### config.mk
export PLATFORM = sky130hd
export DESIGN_NAME = uart_rx_8n1
export DESIGN_NICKNAME = d
export VERILOG_FILES = /design/src/rtl/uart_rx_8n1_pkg.sv /design/src/rtl/uart_rx_8n1_baud_tick.sv /design/src/rtl/uart_rx_8n1.sv
export SDC_FILE = /design/constraint.sdc
export NUM_CORES = 1
export LEC_CHECK = 0
export ABC_AREA = 1
export BUFFER_PORTS_ARGS = -buffer_cell sky130_fd_sc_hd__buf_4
export CAP_MARGIN = 20
export CORE_UTILIZATION = 41
export DETAILED_ROUTE_END_ITERATION = 10
export PLACE_DENSITY = 0.63
export SETUP_SLACK_MARGIN = 0.05
export SYNTH_ARGS = -nofsm -noshare
export SYNTH_HDL_FRONTEND = slang
export SYNTH_SLANG_ARGS = --single-unit
### constraint.sdc
create_clock -name clk -period 2.3 [get_ports clk]
set_input_delay 0.115 -clock clk [delete_from_list [all_inputs] [get_ports clk]]
set_output_delay 0.115 -clock clk [all_outputs]
set_load 0.005 [all_outputs]
### src/rtl/uart_rx_8n1_pkg.sv
// Shared definitions for the 8N1 UART receiver: state encoding, default line
// parameters and the baud divider computation.
package uart_rx_8n1_pkg;

  typedef enum logic [2:0] {
    ST_IDLE  = 3'd0,
    ST_START = 3'd1,
    ST_DATA  = 3'd2,
    ST_STOP  = 3'd3,
    ST_BRK   = 3'd4
  } rx_state_t;

  localparam int unsigned CLK_FREQ_DEF   = 12000000;
  localparam int unsigned BAUD_DEF       = 9600;
  localparam int unsigned OVERSAMPLE_DEF = 16;

  // Truncating divide: the receiver runs slightly fast rather than slow.
  function automatic int unsigned calc_div(input int unsigned clk_freq,
                                           input int unsigned baud,
                                           input int unsigned oversample);
    return clk_freq / (baud * oversample);
  endfunction

endpackage

### src/rtl/uart_rx_8n1_baud_tick.sv
// Oversampling tick divider: one-cycle tick every DIV clocks, restartable by clr
// so the tick phase can be aligned to a detected start edge.
module uart_baud_tick #(
  parameter int unsigned DIV = 78
) (
  input  logic clk,
  input  logic rst,
  input  logic clr,
  output logic tick
);

  localparam int unsigned CW = (DIV > 1) ? $clog2(DIV) : 1;
  localparam logic [CW-1:0] TC = CW'(DIV - 1);

  logic [CW-1:0] cnt;

  always_ff @(posedge clk or posedge rst) begin
    if (rst) begin
      cnt <= '0;
    end else if (clr || cnt == TC) begin
      cnt <= '0;
    end else begin
      cnt <= cnt + 1'b1;
    end
  end

  assign tick = !clr && (cnt == TC);

endmodule

### src/rtl/uart_rx_8n1.sv
// UART 8N1 receiver with 16x oversampling, valid/ready holding register and
// framing/overrun error pulses.
//
//   state    | meaning
//   ---------+-------------------------------------------------------------
//   ST_IDLE  | line idle, watching for a falling edge on rx_s
//   ST_START | waiting for start-bit mid-point to confirm (or reject glitch)
//   ST_DATA  | sampling 8 data bits at their mid-points, LSB first
//   ST_STOP  | sampling stop-bit mid-point; deliver byte or flag frame_err
//   ST_BRK   | stop bit was low; wait for line to return high
module uart_rx_8n1
  import uart_rx_8n1_pkg::*;
#(
  parameter int unsigned CLK_FREQ   = CLK_FREQ_DEF,
  parameter int unsigned BAUD       = BAUD_DEF,
  parameter int unsigned OVERSAMPLE = OVERSAMPLE_DEF
) (
  input  logic       clk,
  input  logic       rst,
  input  logic       rx,
  output logic [7:0] rx_data,
  output logic       rx_valid,
  input  logic       rx_ready,
  output logic       frame_err,
  output logic       overrun,
  output logic       busy
);

  localparam int unsigned DIV = calc_div(CLK_FREQ, BAUD, OVERSAMPLE);
  localparam int unsigned TW  = $clog2(OVERSAMPLE);
  localparam logic [TW-1:0] HALF_TC = TW'(OVERSAMPLE / 2 - 1);
  localparam logic [TW-1:0] FULL_TC = TW'(OVERSAMPLE - 1);

  logic          rx_m, rx_s, rx_prev;
  rx_state_t     state_q, state_d;
  logic          tick, tick_clr;
  logic [TW-1:0] tick_cnt;
  logic [2:0]    bit_cnt;
  logic [7:0]    shift_q;
  logic          mid_half, mid_full;
  logic          shift_en, deliver_d, ferr_d, deliver_q;

  // Synchronizer resets high so reset release never looks like a start edge.
  always_ff @(posedge clk or posedge rst) begin
    if (rst) begin
      rx_m    <= 1'b1;
      rx_s    <= 1'b1;
      rx_prev <= 1'b1;
    end else begin
      rx_m    <= rx;
      rx_s    <= rx_m;
      rx_prev <= rx_s;
    end
  end

  uart_baud_tick #(.DIV(DIV)) u_baud_tick (
    .clk  (clk),
    .rst  (rst),
    .clr  (tick_clr),
    .tick (tick)
  );

  assign mid_half = tick && (tick_cnt == HALF_TC);
  assign mid_full = tick && (tick_cnt == FULL_TC);

  always_ff @(posedge clk or posedge rst) begin
    if (rst) begin
      state_q <= ST_IDLE;
    end else begin
      state_q <= state_d;
    end
  end

  always_comb begin
    state_d   = state_q;
    tick_clr  = 1'b0;
    shift_en  = 1'b0;
    deliver_d = 1'b0;
    ferr_d    = 1'b0;
    case (state_q)
      ST_IDLE: begin
        if (rx_prev && !rx_s) begin
          state_d  = ST_START;
          tick_clr = 1'b1;
        end
      end
      ST_START: begin
        if (mid_half) state_d = rx_s ? ST_IDLE : ST_DATA;
      end
      ST_DATA: begin
        if (mid_full) begin
          shift_en = 1'b1;
          if (bit_cnt == 3'd7) state_d = ST_STOP;
        end
      end
      ST_STOP: begin
        if (mid_full) begin
          if (rx_s) begin
            deliver_d = 1'b1;
            state_d   = ST_IDLE;
          end else begin
            ferr_d  = 1'b1;
            state_d = ST_BRK;
          end
        end
      end
      ST_BRK: begin
        if (rx_s) state_d = ST_IDLE;
      end
      default: state_d = ST_IDLE;
    endcase
  end

  // Tick counter restarts at each sample point so every following sample
  // lands a whole bit later.
  always_ff @(posedge clk or posedge rst) begin
    if (rst) begin
      tick_cnt <= '0;
      bit_cnt  <= '0;
      shift_q  <= '0;
    end else begin
      if (tick_clr || mid_full || (mid_half && state_q == ST_START)) begin
        tick_cnt <= '0;
      end else if (tick) begin
        tick_cnt <= tick_cnt + 1'b1;
      end
      if (tick_clr) begin
        bit_cnt <= '0;
      end else if (shift_en) begin
        bit_cnt <= bit_cnt + 1'b1;
        shift_q <= {rx_s, shift_q[7:1]};
      end
    end
  end

  always_ff @(posedge clk or posedge rst) begin
    if (rst) begin
      deliver_q <= 1'b0;
      frame_err <= 1'b0;
      overrun   <= 1'b0;
      rx_data   <= '0;
      rx_valid  <= 1'b0;
    end else begin
      deliver_q <= deliver_d;
      frame_err <= ferr_d;
      overrun   <= 1'b0;
      if (deliver_q) begin
        if (!rx_valid || rx_ready) begin
          rx_data  <= shift_q;
          rx_valid <= 1'b1;
        end else begin
          overrun <= 1'b1;
        end
      end else if (rx_valid && rx_ready) begin
        rx_valid <= 1'b0;
      end
    end
  end

  assign busy = (state_q != ST_IDLE);

endmodule

# == Yosys cells after proc, flatten, opt, wreduce, memory -nomap -nowiden ==
# Index checks and enable logic that the tools add are counted.
# Widths: inputs -> output; s select.
# totals
input_bits,4
word_cells,83
output_inout_bits,12
register_bits,40
# op_classes
addsub,3
n_reduce_logical,22
eq_ne,15
mux,29
n_bitwise,1
# ops
cell,count
$mux 3,9
$mux 1,15
$pmux 3 s5,1
$ne 2x2->1 const B,6
$mux 4,2
$add 7x1->7 const B,1
$eq 7x7->1 const B,1
$mux 7,1
$eq 3x2->1 const B,2
$eq 3x3->1 const B,2
$logic_and 1x1->1,6
$reduce_and 2->1,3
$reduce_and 6->1,1
$reduce_bool 2->1,3
$add 4x1->4 const B,1
$eq 4x3->1 const B,1
$eq 4x4->1 const B,1
$logic_or 1x1->1,4
$add 3x1->3 const B,1
$eq 3x1->1 const B,1
$logic_not 1->1,3
$logic_not 3->1,1
$reduce_bool 3->1,1
$mux 2,1
other kinds (2),2

# == Depth between registers and ports, before layout ==
# logic_depth
depth_word,11
mapped_depth,9
ltp_nobuf,9

# == Hierarchy ==
# A second synthesis with hierarchy kept.
# hier_totals
hier_cells,200
area_unflattened_um2,1818.0
# modules_own_cells
module,cells_each,n_inst,seq_area_each_um2,area_each_um2
uart_rx_8n1,155,1,829.5,1433.9
uart_baud_tick,45,1,175.2,384.1

# == Worst setup path before layout ==
# OpenSTA, ideal clock, no wires.
# synth_path
path_kind,register to register
start,reg u_baud_tick.cnt[1]
end,reg bit_cnt[1]
path_buffers,1
setup_ns,0.117
setup_slack_ns,0.913
path_stages_with_launch,9
required_ns,2.183
period_less_slack_ns,1.387
t_arrival_ns,1.269
cell_sequence,dfrtp_1 > inv_1 > ha_1 > nand3_4 > nor2_8 > nand4_2 > buf_4 > nand3_1 > nand2_1
# synth_via
elab_chain_cells,6
# synth_lines
element,line_no,text
"start, declared",uart_rx_8n1_baud_tick.sv:15,logic [CW-1:0] cnt;
"start signal, assigned",uart_rx_8n1_baud_tick.sv:23,cnt <= cnt + 1'b1;
$eq 7x7->1,uart_rx_8n1_baud_tick.sv:27,assign tick = !clr && (cnt == TC);
$logic_and 1x1->1,uart_rx_8n1_baud_tick.sv:27,
$logic_and 1x1->1,uart_rx_8n1.sv:64,assign mid_full = tick && (tick_cnt == FULL_TC);
$mux 1,uart_rx_8n1.sv:91,if (mid_full) begin
$mux 1,uart_rx_8n1.sv:80,case (state_q)
$reduce_bool 2->1 (no line),--,
"end signal, assigned",uart_rx_8n1.sv:130,bit_cnt <= bit_cnt + 1'b1;
"end, declared",uart_rx_8n1.sv:38,logic [2:0] bit_cnt;
# Every way passes these cells.
# A chain may end at the register's enable or synchronous reset.

# == Final worst setup path ==
# layout_path
start,reg u_baud_tick.cnt[1]
end,reg shift_q[7]
# layout_via
elab_chain_cells,6
# layout_lines
element,line_no,text
$eq 7x7->1,uart_rx_8n1_baud_tick.sv:27,
$logic_and 1x1->1,uart_rx_8n1_baud_tick.sv:27,
$logic_and 1x1->1,uart_rx_8n1.sv:64,
$mux 1,uart_rx_8n1.sv:91,
$mux 1,uart_rx_8n1.sv:80,
$reduce_and 2->1 (no line),--,
"end signal, assigned",uart_rx_8n1.sv:131,"shift_q <= {rx_s, shift_q[7:1]};"
"end, declared",uart_rx_8n1.sv:39,logic [7:0] shift_q;
# Every way passes these cells.

==> metrics.md <==
| Metric | Value |
|---|---|
| CTS Sinks | 40 |
| Critical Path AT | 2040 ps |
| Hold_buf cts | 2 |
| Final Critical Period | 1870 ps |
| Dominant synthesized flop cell | dfrtp_1 |
| Slew @ Worst Pin | between 600 and 700 ps |
| First-pass GRT wire length | 4.77 mm |
| Place WS | between 400 and 500 ps |
| DRT Pass-1 Iters | 4 |
| Final setup skew | about 5.4 ps |
| Final non-filler cell total | approximately 260 |
| PD cells | roughly 840 nW/um^2 |
| Status | finished, final reports clean |
| DR iter-0 viols | 70 |
| Syn avg cell area | 9.61 sq um |
| Reg2reg path depth | 7 |
| CTS Root Cell | clkbuf_8 |
| Final setup TNS | 0 ps |
| Worst Setup Start Kind | flop |
| Worst hold-check path type | primary input to flop |
| Layout cells sized above 1 | around 22% |
| Max IR drop VDD | roughly 0.42 mV |
| Reported max-cap violation count | 0 |
| Fin worst setup slack | 425 ps |
| Sum of buffers and inverters on the critical path | 1 |
| Largest net degree at the start of global routing | between 40 and 50 |
| Hold Path Depth | 4 |
| Rows | 23 |
| Layout area overhead | 15.4% |
| Final number of hold-violating endpoints | 0 |
| Yosys warnings | 0 |
| Cell area after synthesis | approximately 1800 sq um |
| DRC Markers | 0 |
| Reg2Reg Launch Point | u_baud_tick.cnt[1] |
| Initial antenna violation count | 0 |
| Clk pin slew, worst setup/hold paths | ~80 ps |
| Total wire length | 2.93 mm |
| Top-count cell post-synth | nand2_1 |
| Asr flop ratio synth | 100% |
| Post-cts sizing count | 0 |
| EDFF count, synth | 0 |
| Hold path start | rx_ready |
| # IOs | 16 |
| Initial Util | between 40% and 50% |
| Post-CTS Setup Repair Bufs | 0 |
| Overall Power | around 1800 uW |
| Synth cell count leaders | nand2_1, dfrtp_1, inv_1, nor2_1, o21ai_0 |
| Final worst-path cycle share | approximately four fifths |
| Register Area | approximately 1000 sq um |
| HPWL Detailed | approximately 2 mm |
| Xor/xnor cell area share of the yosys netlist | approximately 1.9% |
| CTS tree | built |
| Die Ht | about 69 um |
| Latest clock arrival within the worst-skew pair | ~290 ps |
| Chip width | 68.7 um |
| Crit-path leading delay family | simple AND/OR/NAND/NOR gates |
| Share of the yosys chip area belonging to registers | about 55% |
| Total congestion overflow | 0 |
| WP data required | approximately 2500 ps |
| Yosys cell types | 28 |
| Simple-gate share of the synthesized area | 24.3% |
| Crit. path cell count | 7 |
| Maximum buffer depth of the clock tree | 2 |
| Critical Path Max Stage Delay | about 500 ps |
| Cells along the critical path | inv_1, ha_1, nand3_4, nor2_8, nand4_2, nand2_1, o21ai_2 |
| Critical path fanouts, max | 20 |
| CTS buffer count | 5 |
| PortBufs | 15 |
| Slowest-stage cell, CP | nand4_2 |
| Slew margin rel. | 58.7% |
| GPL Wtd Cong | ~0.77 |
| Max-slew violations | 0 |
| Maximum clock rate | ~530 MHz |
| Syn Inst Count | between 150 and 200 |
| Core Box Area | 4140 sq um |
| Vias in the first global route | 1108 |
| DR vias | around 1300 |
| Endpoint type of the worst setup path | flop |
| Post-synthesis net count | roughly 200 |
| Top cells by area, synth | dfrtp_1, nand2_1, inv_1 |
| DRT antenna net count | 0 |
| Area of the multi-input gates | slightly below 700 sq um |
| Top cell type's share of synthesized area | around half |
| Fill count | 377 |
| Post-synth top area cell | dfrtp_1 |
| Post-synthesis mux area share | less than 1% |
| Compound-Gate Fraction of Synth Area | ~7.6% |
| Setup CP Type | flop to flop |
| NumNets Final | 220 |
| Routed WL per cell | 11.2 um |
| CP Launch Point | u_baud_tick.cnt[1] |
| H-tree Lvls | 2 |
| Largest family of logic cells by synthesized area | simple AND/OR/NAND/NOR gates |
| Inserted Diodes | 0 |
| Final setup fails | 0 |
| Post-synthesis register bit count | 40 |
| GRT Total Usage | about 14% |
| Synth Area in Adders | under 10% |
| Placed cells | around 250 |
| Die area | ~4700 sq um |
| Vias per cell | between 4 and 5 |
| RSZ-0062 raised after global routing | no |
| Static power due to leakage | roughly 0.0011 uW |
cell usage in the layout, fill, tap and decap left out, types with 2 or more instances in the layout:
| master | count |
|---|---|
| nor2_1 | 21 |
| xor2_1 | 2 |
| clkbuf_8 | 5 |
| o21ai_2 | 8 |
| dlygate4sd3_1 | 2 |
| nand3_2 | 3 |
| nor3_1 | 3 |
| dfrtp_1 | 37 |
| dfstp_2 | 3 |
| nor2_2 | 2 |
| buf_4 | 16 |
| ha_1 | 5 |
| nor3b_1 | 2 |
| o21ai_0 | 10 |
| nand2_1 | 41 |
| a21oi_1 | 2 |
| inv_1 | 23 |
| nand4_1 | 5 |
| xnor2_1 | 2 |
| nand3_1 | 9 |
state kept, by name, indices dropped and copies added (netlist names):
name	count
deliver_q	1
rx_data	8
state_q	3
u_baud_tick.cnt	7
rx_valid	1
frame_err	1
rx_prev	1
rx_s	1
tick_cnt	4
overrun	1
bit_cnt	3
rx_m	1
shift_q	8
stage by stage:
step	area [sq um]	util, %	hold slack [ps]
after detailed placement	1970	47.6	226
after global routing	2110	50.8	117
final	2110	50.8	92.6
after CTS	2110	50.8	83.2
after floorplan	1830	-	119
after global placement	1970	47.6	225
power by group:
group          internal, uW  leakage [uW]  switching (uW)  total (uW)
Combinational           136      0.000462             217         353
Sequential              774      0.000537            86.1         860
Clock                   321     0.0000541             241         562
Total                  1230       0.00105             544        1780
worst min-delay path: cells and delay by family:
kind                   cells  cell delay [ps]
and+or+nand+nor            2              130
buffers and inverters      2              110
kinds of logic after synthesis:
kind of cell / Yosys count
flops: 40
buf+inv: 28
compound gates: 21
xor+xnor: 4
simple gates: 91
fa+ha+maj: 5
mux: 1
cell type report:
class                   count  area share [%]
inverters                  24            4.52
well taps                  50            2.97
multi-input cells         122            32.9
flip-flops and latches     40            47.7
repair buffers             18            6.65
clock buffers               5            3.27
clock inverters             3            2.02
worst paths after layout:
| check | to | slack, ps |
|---|---|---|
| min in group asynchronous | u_baud_tick.cnt[2] | 500 |
| max in group asynchronous | rx_s | 1430 |
| min | overrun | 90 |
| max reg2reg | shift_q[7] | 430 |
| min reg2reg | rx_s | 360 |
| max | shift_q[7] | 430 |
metal layers:
| layer | global-route usage [%] | share of wire (%) | wire length, um |
|---|---|---|---|
| met1 | 18.4 | 51 | 1490 |
| met2 | 21.8 | 43 | 1260 |
| met3 | 4.93 | 4.4 | 130 |
| met4 | 6.89 | 1.6 | 48 |
| met5 | 0 | 0 | 0 |
(Power assumes the default switching activity.)
